[config.mk]
export PLATFORM = sky130hd
export DESIGN_NAME = uart_cmd_wrapper
export DESIGN_NICKNAME = d
export VERILOG_FILES = /design/src/rtl/knight_pkg.sv /design/src/rtl/uart_core.sv /design/src/rtl/uart_cmd_wrapper.sv
export SDC_FILE = /design/constraint.sdc
export NUM_CORES = 1
export LEC_CHECK = 0
export ABC_AREA = 1
export CORE_MARGIN = 4
export CORE_UTILIZATION = 57
export DETAILED_ROUTE_END_ITERATION = 10
export PLACE_DENSITY_LB_ADDON = 0.15
export SLEW_MARGIN = 20
export SYNTH_ARGS = -nofsm -noshare
export SYNTH_HDL_FRONTEND = slang
export SYNTH_HIERARCHICAL = 1
export SYNTH_SLANG_ARGS = --single-unit
[constraint.sdc]
create_clock -name clk -period 1.6 [get_ports clk]
set_input_delay 0.32 -clock clk [delete_from_list [all_inputs] [get_ports clk]]
set_output_delay 0.32 -clock clk [all_outputs]
set_load 0.02 [all_outputs]
[src/rtl/knight_pkg.sv]
// Shared constants and state types for the Knight remote command link.
package knight_pkg;

   localparam int unsigned BAUD_DIV_DEFAULT = 2604;   // 50 MHz / 19200 baud
   localparam logic [7:0]  POS_ACK          = 8'hA5;
   localparam logic [7:0]  NEG_ACK          = 8'hEE;

   typedef enum logic {RX_IDLE, RX_RECV}     rx_state_t;
   typedef enum logic {TX_IDLE, TX_TRANSMIT} tx_state_t;
   typedef enum logic {ASM_HIGH, ASM_LOW}    asm_state_t;

endpackage

[src/rtl/uart_core.sv]
// 8N1 UART core: independent receiver and transmitter sharing only the clock.
module uart_core
   import knight_pkg::*;
#(
   parameter int unsigned BAUD_DIV = BAUD_DIV_DEFAULT
) (
   input  logic       clk,
   input  logic       rst,
   input  logic       RX,
   output logic       TX,
   output logic [7:0] rx_data,
   output logic       rx_rdy,
   output logic       rx_start,
   input  logic [7:0] tx_data,
   input  logic       trmt,
   output logic       tx_done
);

   localparam int unsigned CW      = $clog2(BAUD_DIV);
   localparam logic [CW-1:0] HALF_LD = CW'(BAUD_DIV / 2 - 1);
   localparam logic [CW-1:0] FULL_LD = CW'(BAUD_DIV - 1);

   // ---------------- receiver ----------------
   logic            r_rx_sync1, r_rx_sync2, r_rx_sync3;
   rx_state_t       r_rx_state, w_rx_state_nxt;
   logic [CW-1:0]   r_rx_cnt;
   logic [3:0]      r_rx_bit;
   logic [7:0]      r_rx_shift;
   logic            r_rx_rdy;
   logic            w_rx_start, w_rx_tick;

   assign w_rx_start = (r_rx_state == RX_IDLE) && r_rx_sync3 && !r_rx_sync2;
   assign w_rx_tick  = (r_rx_state == RX_RECV) && (r_rx_cnt == '0);

   // RX pin synchronizer plus one delay stage for falling-edge detection
   always_ff @(posedge clk) begin
      if (rst) begin
         r_rx_sync1 <= 1'b1;
         r_rx_sync2 <= 1'b1;
         r_rx_sync3 <= 1'b1;
      end else begin
         r_rx_sync1 <= RX;
         r_rx_sync2 <= r_rx_sync1;
         r_rx_sync3 <= r_rx_sync2;
      end
   end

   // RX state register
   always_ff @(posedge clk) begin
      if (rst) r_rx_state <= RX_IDLE;
      else     r_rx_state <= w_rx_state_nxt;
   end

   // RX next state: a high start sample is a glitch, stop sample ends the frame
   always_comb begin
      w_rx_state_nxt = r_rx_state;
      case (r_rx_state)
         RX_IDLE: if (w_rx_start) w_rx_state_nxt = RX_RECV;
         RX_RECV: if (w_rx_tick && (((r_rx_bit == 4'd0) && r_rx_sync2) || (r_rx_bit == 4'd9)))
                     w_rx_state_nxt = RX_IDLE;
         default: w_rx_state_nxt = RX_IDLE;
      endcase
   end

   // RX baud counter, bit index and LSB-first shift register
   always_ff @(posedge clk) begin
      if (rst) begin
         r_rx_cnt   <= '0;
         r_rx_bit   <= '0;
         r_rx_shift <= '0;
         r_rx_rdy   <= 1'b0;
      end else begin
         r_rx_rdy <= 1'b0;
         if (w_rx_start) begin
            r_rx_cnt <= HALF_LD;
            r_rx_bit <= '0;
         end else if (r_rx_state == RX_RECV) begin
            if (r_rx_cnt == '0) begin
               r_rx_cnt <= FULL_LD;
               r_rx_bit <= r_rx_bit + 4'd1;
               if ((r_rx_bit >= 4'd1) && (r_rx_bit <= 4'd8))
                  r_rx_shift <= {r_rx_sync2, r_rx_shift[7:1]};
               if (r_rx_bit == 4'd9)
                  r_rx_rdy <= 1'b1;
            end else begin
               r_rx_cnt <= r_rx_cnt - 1'b1;
            end
         end
      end
   end

   assign rx_data  = r_rx_shift;
   assign rx_rdy   = r_rx_rdy;
   assign rx_start = w_rx_start;

   // ---------------- transmitter ----------------
   tx_state_t       r_tx_state, w_tx_state_nxt;
   logic [8:0]      r_tx_shift;   // {stop, data}; start bit goes straight to r_tx
   logic [CW-1:0]   r_tx_cnt;
   logic [3:0]      r_tx_bit;
   logic            r_tx;
   logic            r_tx_done;
   logic            w_tx_load, w_tx_tick, w_tx_last;

   assign w_tx_load = (r_tx_state == TX_IDLE) && trmt;
   assign w_tx_tick = (r_tx_state == TX_TRANSMIT) && (r_tx_cnt == '0);
   assign w_tx_last = w_tx_tick && (r_tx_bit == 4'd9);

   // TX state register
   always_ff @(posedge clk) begin
      if (rst) r_tx_state <= TX_IDLE;
      else     r_tx_state <= w_tx_state_nxt;
   end

   // TX next state: trmt only accepted while idle
   always_comb begin
      w_tx_state_nxt = r_tx_state;
      case (r_tx_state)
         TX_IDLE:     if (trmt)      w_tx_state_nxt = TX_TRANSMIT;
         TX_TRANSMIT: if (w_tx_last) w_tx_state_nxt = TX_IDLE;
         default:                    w_tx_state_nxt = TX_IDLE;
      endcase
   end

   // TX shifter with registered line output so TX never glitches
   always_ff @(posedge clk) begin
      if (rst) begin
         r_tx_shift <= '1;
         r_tx_cnt   <= '0;
         r_tx_bit   <= '0;
         r_tx       <= 1'b1;
         r_tx_done  <= 1'b0;
      end else if (w_tx_load) begin
         r_tx_shift <= {1'b1, tx_data};
         r_tx_cnt   <= FULL_LD;
         r_tx_bit   <= '0;
         r_tx       <= 1'b0;
         r_tx_done  <= 1'b0;
      end else if (r_tx_state == TX_TRANSMIT) begin
         if (r_tx_cnt == '0) begin
            r_tx_cnt <= FULL_LD;
            if (r_tx_bit == 4'd9) begin
               r_tx      <= 1'b1;
               r_tx_done <= 1'b1;
            end else begin
               r_tx       <= r_tx_shift[0];
               r_tx_shift <= {1'b1, r_tx_shift[8:1]};
               r_tx_bit   <= r_tx_bit + 4'd1;
            end
         end else begin
            r_tx_cnt <= r_tx_cnt - 1'b1;
         end
      end
   end

   assign TX      = r_tx;
   assign tx_done = r_tx_done;

endmodule

[src/rtl/uart_cmd_wrapper.sv]
// Knight-side command endpoint: pairs received bytes into 16-bit commands.
module uart_cmd_wrapper
   import knight_pkg::*;
#(
   parameter int unsigned BAUD_DIV = BAUD_DIV_DEFAULT
) (
   input  logic        clk,
   input  logic        rst,
   input  logic        RX,
   output logic        TX,
   output logic [15:0] cmd,
   output logic        cmd_rdy,
   input  logic        clr_cmd_rdy,
   input  logic [7:0]  resp,
   input  logic        trmt,
   output logic        tx_done
);

   logic [7:0]  w_rx_data;
   logic        w_rx_rdy, w_rx_start;
   logic        w_pair_done, w_hi_start;
   asm_state_t  r_asm_state, w_asm_nxt;
   logic [7:0]  r_hi;
   logic [15:0] r_cmd;
   logic        r_cmd_rdy;

   uart_core #(.BAUD_DIV(BAUD_DIV)) u_core (
      .clk      (clk),
      .rst      (rst),
      .RX       (RX),
      .TX       (TX),
      .rx_data  (w_rx_data),
      .rx_rdy   (w_rx_rdy),
      .rx_start (w_rx_start),
      .tx_data  (resp),
      .trmt     (trmt),
      .tx_done  (tx_done)
   );

   assign w_pair_done = w_rx_rdy && (r_asm_state == ASM_LOW);
   assign w_hi_start  = w_rx_start && (r_asm_state == ASM_HIGH);

   // Assembler state register
   always_ff @(posedge clk) begin
      if (rst) r_asm_state <= ASM_HIGH;
      else     r_asm_state <= w_asm_nxt;
   end

   // Assembler next state: alternate on every completed byte
   always_comb begin
      w_asm_nxt = r_asm_state;
      if (w_rx_rdy)
         w_asm_nxt = (r_asm_state == ASM_HIGH) ? ASM_LOW : ASM_HIGH;
   end

   // High-byte hold, command register and cmd_rdy (set beats clear)
   always_ff @(posedge clk) begin
      if (rst) begin
         r_hi      <= '0;
         r_cmd     <= '0;
         r_cmd_rdy <= 1'b0;
      end else begin
         if (w_rx_rdy && (r_asm_state == ASM_HIGH))
            r_hi <= w_rx_data;
         if (w_pair_done)
            r_cmd <= {r_hi, w_rx_data};
         if (w_pair_done)
            r_cmd_rdy <= 1'b1;
         else if (clr_cmd_rdy || w_hi_start)
            r_cmd_rdy <= 1'b0;
      end
   end

   assign cmd     = r_cmd;
   assign cmd_rdy = r_cmd_rdy;

endmodule
==> flow_results.org <==
** Clock tree
- TritonCTS built the clock tree.
- Clk sinks :: 82
- Counting along the longest clock path gives a buffer depth of 2.
- Clock root buffer :: sky130_fd_sc_hd__clkbuf_8
- After clock tree synthesis, the flow added hold-fix buffers numbering 0.
- Clock tree synthesis inserted a total of 9 buffers.
- Source-to-sink clock delay at the later pin of the worst-skew pair :: about 0.35 ns
- Max H-tree Level :: 3
- After clock tree synthesis, the clock-pin slew on the worst setup and hold paths is approximately 0.08 ns.

** Floorplanning
- The die is around 90 µm wide.
- 32 I/O pins were placed.
- Count of standard-cell rows :: 29
- Height of the die :: 89.53 µm
- Core Footprint :: between 6000 and 7000 µm²
- Total Die Area :: approximately 8000 µm²
- Initial standard-cell utilization of the core :: roughly three fifths

** Setup path
- Crit Reg-Reg Startpoint :: u_core/r_rx_cnt[0]$_SDFFE_PP0P_
- The critical path is of the reg -> reg type.
- Worst-path fanout max :: 10
- Reg2Reg Capture Point :: u_core/r_rx_bit[0]$_SDFFE_PP0N_
- Following the worst setup path forward leads to its endpoint at u_core/r_rx_bit[0]$_SDFFE_PP0N_.
- Launching element of the worst setup path :: u_core/r_rx_cnt[0]$_SDFFE_PP0P_
- STA puts the critical path data arrival time at 1.78 ns.
- Measured in cells, the most critical reg-to-reg path has a length of 8.
- STA classifies the critical path startpoint as a register.
- Crit path required time :: 1.85 ns
- Flop2flop setup slack :: ~0.067 ns
- Element type at the critical path end :: register

** Yosys
- Syn. warnings :: 6
- In this run, synthesis inferred 0 flip-flops with an integrated enable.
- Number of cells produced by synthesis :: ~520
- Post-synthesis async set-or-reset flop share :: 0%
- Ranked by instance count, the synthesized netlist is headed by 96 x sky130_fd_sc_hd__nor2_1, 87 x sky130_fd_sc_hd__nand2_1, 82 x sky130_fd_sc_hd__dfxtp_1.
- Synth Cell Area :: ~3800 µm²
- Of the synthesized area, sequential elements account for a little over two fifths.
- Register bit count reported by yosys :: 82
- Synthesis produced a netlist with a net count of ~540.
- Top cells by area in the synthesized netlist :: sky130_fd_sc_hd__dfxtp_1 43%, sky130_fd_sc_hd__nor2_1 9.5%, sky130_fd_sc_hd__nand2_1 8.6%, sky130_fd_sc_hd__inv_1 5.7%, sky130_fd_sc_hd__nand3_1 4.6%
- Predominant post-synthesis flop cell :: sky130_fd_sc_hd__dfxtp_1
- Area fraction of the dominant cell type after synthesis :: a little over two fifths
- sky130_fd_sc_hd__dfxtp_1 takes more of the synthesized area than any other cell.
- Count of unique library cells instantiated by Yosys :: 37
- Average cell area after synthesis :: 7.357 µm²
- Most common cell in the synthesized netlist :: sky130_fd_sc_hd__nor2_1

** Detailed routing
- Average routed wire per standard cell :: about 12 µm
- For this block, the initial DRC count from the detailed router was 130.
- Antenna-violating nets left :: 0
- Dividing the detail-routed via count by the number of cells gives ~5.
- Count of TritonRoute iterations in the first routing pass :: 4
- Wire length after detailed routing :: 7532 µm
- For this block, the via count after detailed routing is 3,298.
- Remaining DRCs :: 0

** Power and ir drop
- VDD sags by at most approximately 630 µV.
- Power spread over the standard cell area amounts to roughly 1000 nW/µm².
- Tot Pwr :: between 4 and 5 mW
- Leakage power of the design :: approximately 2.0 nW

** Timing
- Post-layout min period :: 1.533 ns
- Final hold violations :: 0
- Setup repair after global routing missed its margin :: true
- Based on the critical path, the design can be clocked at up to 652.2 MHz.
- Aggregate negative setup slack :: 0 ns
- Number of setup violations in the final report :: 0
- On the final layout, the worst clock skew is 0.008018 ns.
- Final Max Tran Viols :: 0
- Slew at the pin closest to its max-slew limit :: 0.3976 ns
- Ratio of final minimum period to clock period :: 95.83%
- Max-slew headroom :: approximately three quarters
- Hold timing on the final database bottoms out at a slack of ~0.43 ns.
- Setup slack closes at around 0.067 ns.

** GRT
- Global route overflow :: 0
- Global Route Usage Sum :: between 20% and 30%
- Largest net degree at the start of global routing :: 27
- The first global-routing pass estimated approximately 13,000 µm of wire.
- The number of global-route vias before repair is between 3,000 and 4,000.
- The number of antenna violations at the first check in global routing is 0.

** Placed design
- The congestion estimate from routability-driven global placement came to between 0.8 and 0.9.
- Count of buffers inserted at the top-level ports :: 31
- In this run the cell area measured after placement is 4204 µm².
- Once detailed placement completed, the half-perimeter wirelength came to 5300 µm.
- In this run, placement finished with an instance count of 622.
- Worst Setup Slack post-DPL :: 0.0001464 ns

** Final layout
- Fill cell total of the finished layout :: around 550
- Multi-input logic area :: between 1500 and 2000 µm²
- The finished cells cover about 4400 µm².
- Fraction of final layout cells sized beyond drive strength 1 :: around 13%
- The sequential cells in the finished layout cover a total of 1643 µm².
- Number of nets in the layout :: slightly below 600
- Final instance count without filler cells :: ~640
- The number of antenna diodes in the final layout is 0.
- Cells fill a little over two thirds of the core in the end.
- Compared with the post-synthesis result, the final layout area differs by 17.37%.

** Min path
- Worst hold-check path type :: reg -> reg

** Flow run
- Maximum Capacitance Violations :: 0

** Outcome
- The flow ran to the end, and the final reports show no timing, DRC or antenna violations.
[sequential cells by signal, summed over array words and instances (netlist names), 4 cells and up]
register	cells
u_core/r_tx_shift	8
u_core/r_rx_cnt	12
u_core/r_tx_cnt	12
u_core/r_rx_bit	4
u_core/rx_data	8
r_hi	8
u_core/r_tx_bit	4
cmd	16
[critical path, cell delays in order (launching register included)]
cell,delay [ns]
sky130_fd_sc_hd__dfxtp_1,0.35
sky130_fd_sc_hd__inv_1,0.11
sky130_fd_sc_hd__ha_4,0.16
sky130_fd_sc_hd__nand3_2,0.10
sky130_fd_sc_hd__nor2_4,0.22
sky130_fd_sc_hd__buf_4,0.16
sky130_fd_sc_hd__nand2_4,0.09
sky130_fd_sc_hd__o21ai_0,0.18
sky130_fd_sc_hd__a21oi_1,0.05
[metal layers]
metal  vias up  global-route usage [%]  share of wire (%)
li1       1729                       -                  -
met1      1502                   24.65                 46
met2        59                   34.09                 49
met3         8                   6.083                4.3
met4         0                   6.631               0.76
met5         -                       0                  0
[how the worst min path moves through the flow]
| stage | startpoint | end | slack [ns] | cells past startpoint |
|---|---|---|---|---|
| 5_1_grt | u_core/r_rx_sync1$_SDFF_PP1_ | u_core/r_rx_sync2$_SDFF_PP1_ | 0.44 | 1 |
| 2_1_floorplan | u_core/r_rx_sync1$_SDFF_PP1_ | u_core/r_rx_sync2$_SDFF_PP1_ | 0.39 | 1 |
| 4_1_cts | u_core/r_rx_sync1$_SDFF_PP1_ | u_core/r_rx_sync2$_SDFF_PP1_ | 0.43 | 1 |
| 6_report | u_core/r_rx_sync1$_SDFF_PP1_ | u_core/r_rx_sync2$_SDFF_PP1_ | 0.43 | 1 |
| 3_3_place_gp | u_core/r_rx_sync1$_SDFF_PP1_ | u_core/r_rx_sync2$_SDFF_PP1_ | 0.42 | 1 |
| 3_5_place_dp | u_core/r_rx_sync1$_SDFF_PP1_ | u_core/r_rx_sync2$_SDFF_PP1_ | 0.41 | 1 |
[power breakdown]
part	switching (mW)	internal, mW	leakage (nW)
clock	0.719	0.804	0.0986
sequential	0.0774	2.13	0.668
combinational	0.453	0.278	1.22
[cells in the final DEF (no fill, tap or decap), types with 2 or more instances in the layout]
cell / instances
sky130_fd_sc_hd__nand3_2: 3
sky130_fd_sc_hd__or2_2: 2
sky130_fd_sc_hd__clkdlybuf4s50_1: 12
sky130_fd_sc_hd__a21oi_2: 2
sky130_fd_sc_hd__nand3b_1: 3
sky130_fd_sc_hd__nor3_1: 10
sky130_fd_sc_hd__o21ai_0: 32
sky130_fd_sc_hd__o211ai_1: 2
sky130_fd_sc_hd__nor2_4: 9
sky130_fd_sc_hd__nand4_1: 6
sky130_fd_sc_hd__ha_1: 7
sky130_fd_sc_hd__nand2_2: 6
sky130_fd_sc_hd__nor2_2: 6
sky130_fd_sc_hd__buf_4: 15
sky130_fd_sc_hd__inv_1: 57
sky130_fd_sc_hd__inv_2: 3
sky130_fd_sc_hd__clkinvlp_4: 2
sky130_fd_sc_hd__xor2_1: 10
sky130_fd_sc_hd__clkinv_2: 2
sky130_fd_sc_hd__nand2_4: 2
sky130_fd_sc_hd__xnor2_1: 2
sky130_fd_sc_hd__dlygate4sd2_1: 19
sky130_fd_sc_hd__or2_0: 2
sky130_fd_sc_hd__clkbuf_8: 11
sky130_fd_sc_hd__nor2_1: 95
sky130_fd_sc_hd__nand3_1: 35
sky130_fd_sc_hd__o21ai_1: 6
sky130_fd_sc_hd__a21oi_1: 22
sky130_fd_sc_hd__dfxtp_1: 81
sky130_fd_sc_hd__inv_4: 2
sky130_fd_sc_hd__a31oi_1: 2
sky130_fd_sc_hd__nand2_1: 86
[layout make-up]
class                           count  share of cell area, %
Clock buffer                       12                  3.489
Tap cell                           77                  2.167
Sequential cell                    82                  36.94
Timing Repair Buffer               46                  8.976
Clock inverter                      4                  1.125
Inverter                           63                  5.459
Multi-Input combinational cell    358                  41.84
[logic make-up (layout without fill, tap and decap cells)]
logic type	after synthesis	count (layout)	synth area share, %
simple gates	269	270	33.12
flops	82	82	43.33
buf+inv	76	125	8.553
compound gates	68	68	9.577
xor+xnor	12	12	2.774
fa+ha+maj	8	8	2.642
[repair_timing]
action / 4_1_cts / 5_1_grt
pin swaps: 0 / 2
endpoints found under the setup margin: 19 / 27
cloned: 0 / 1
buffers inserted: 0 / 3
gates resized for setup: 19 / 8
Note: power is estimated with default switching activity, not from simulation.
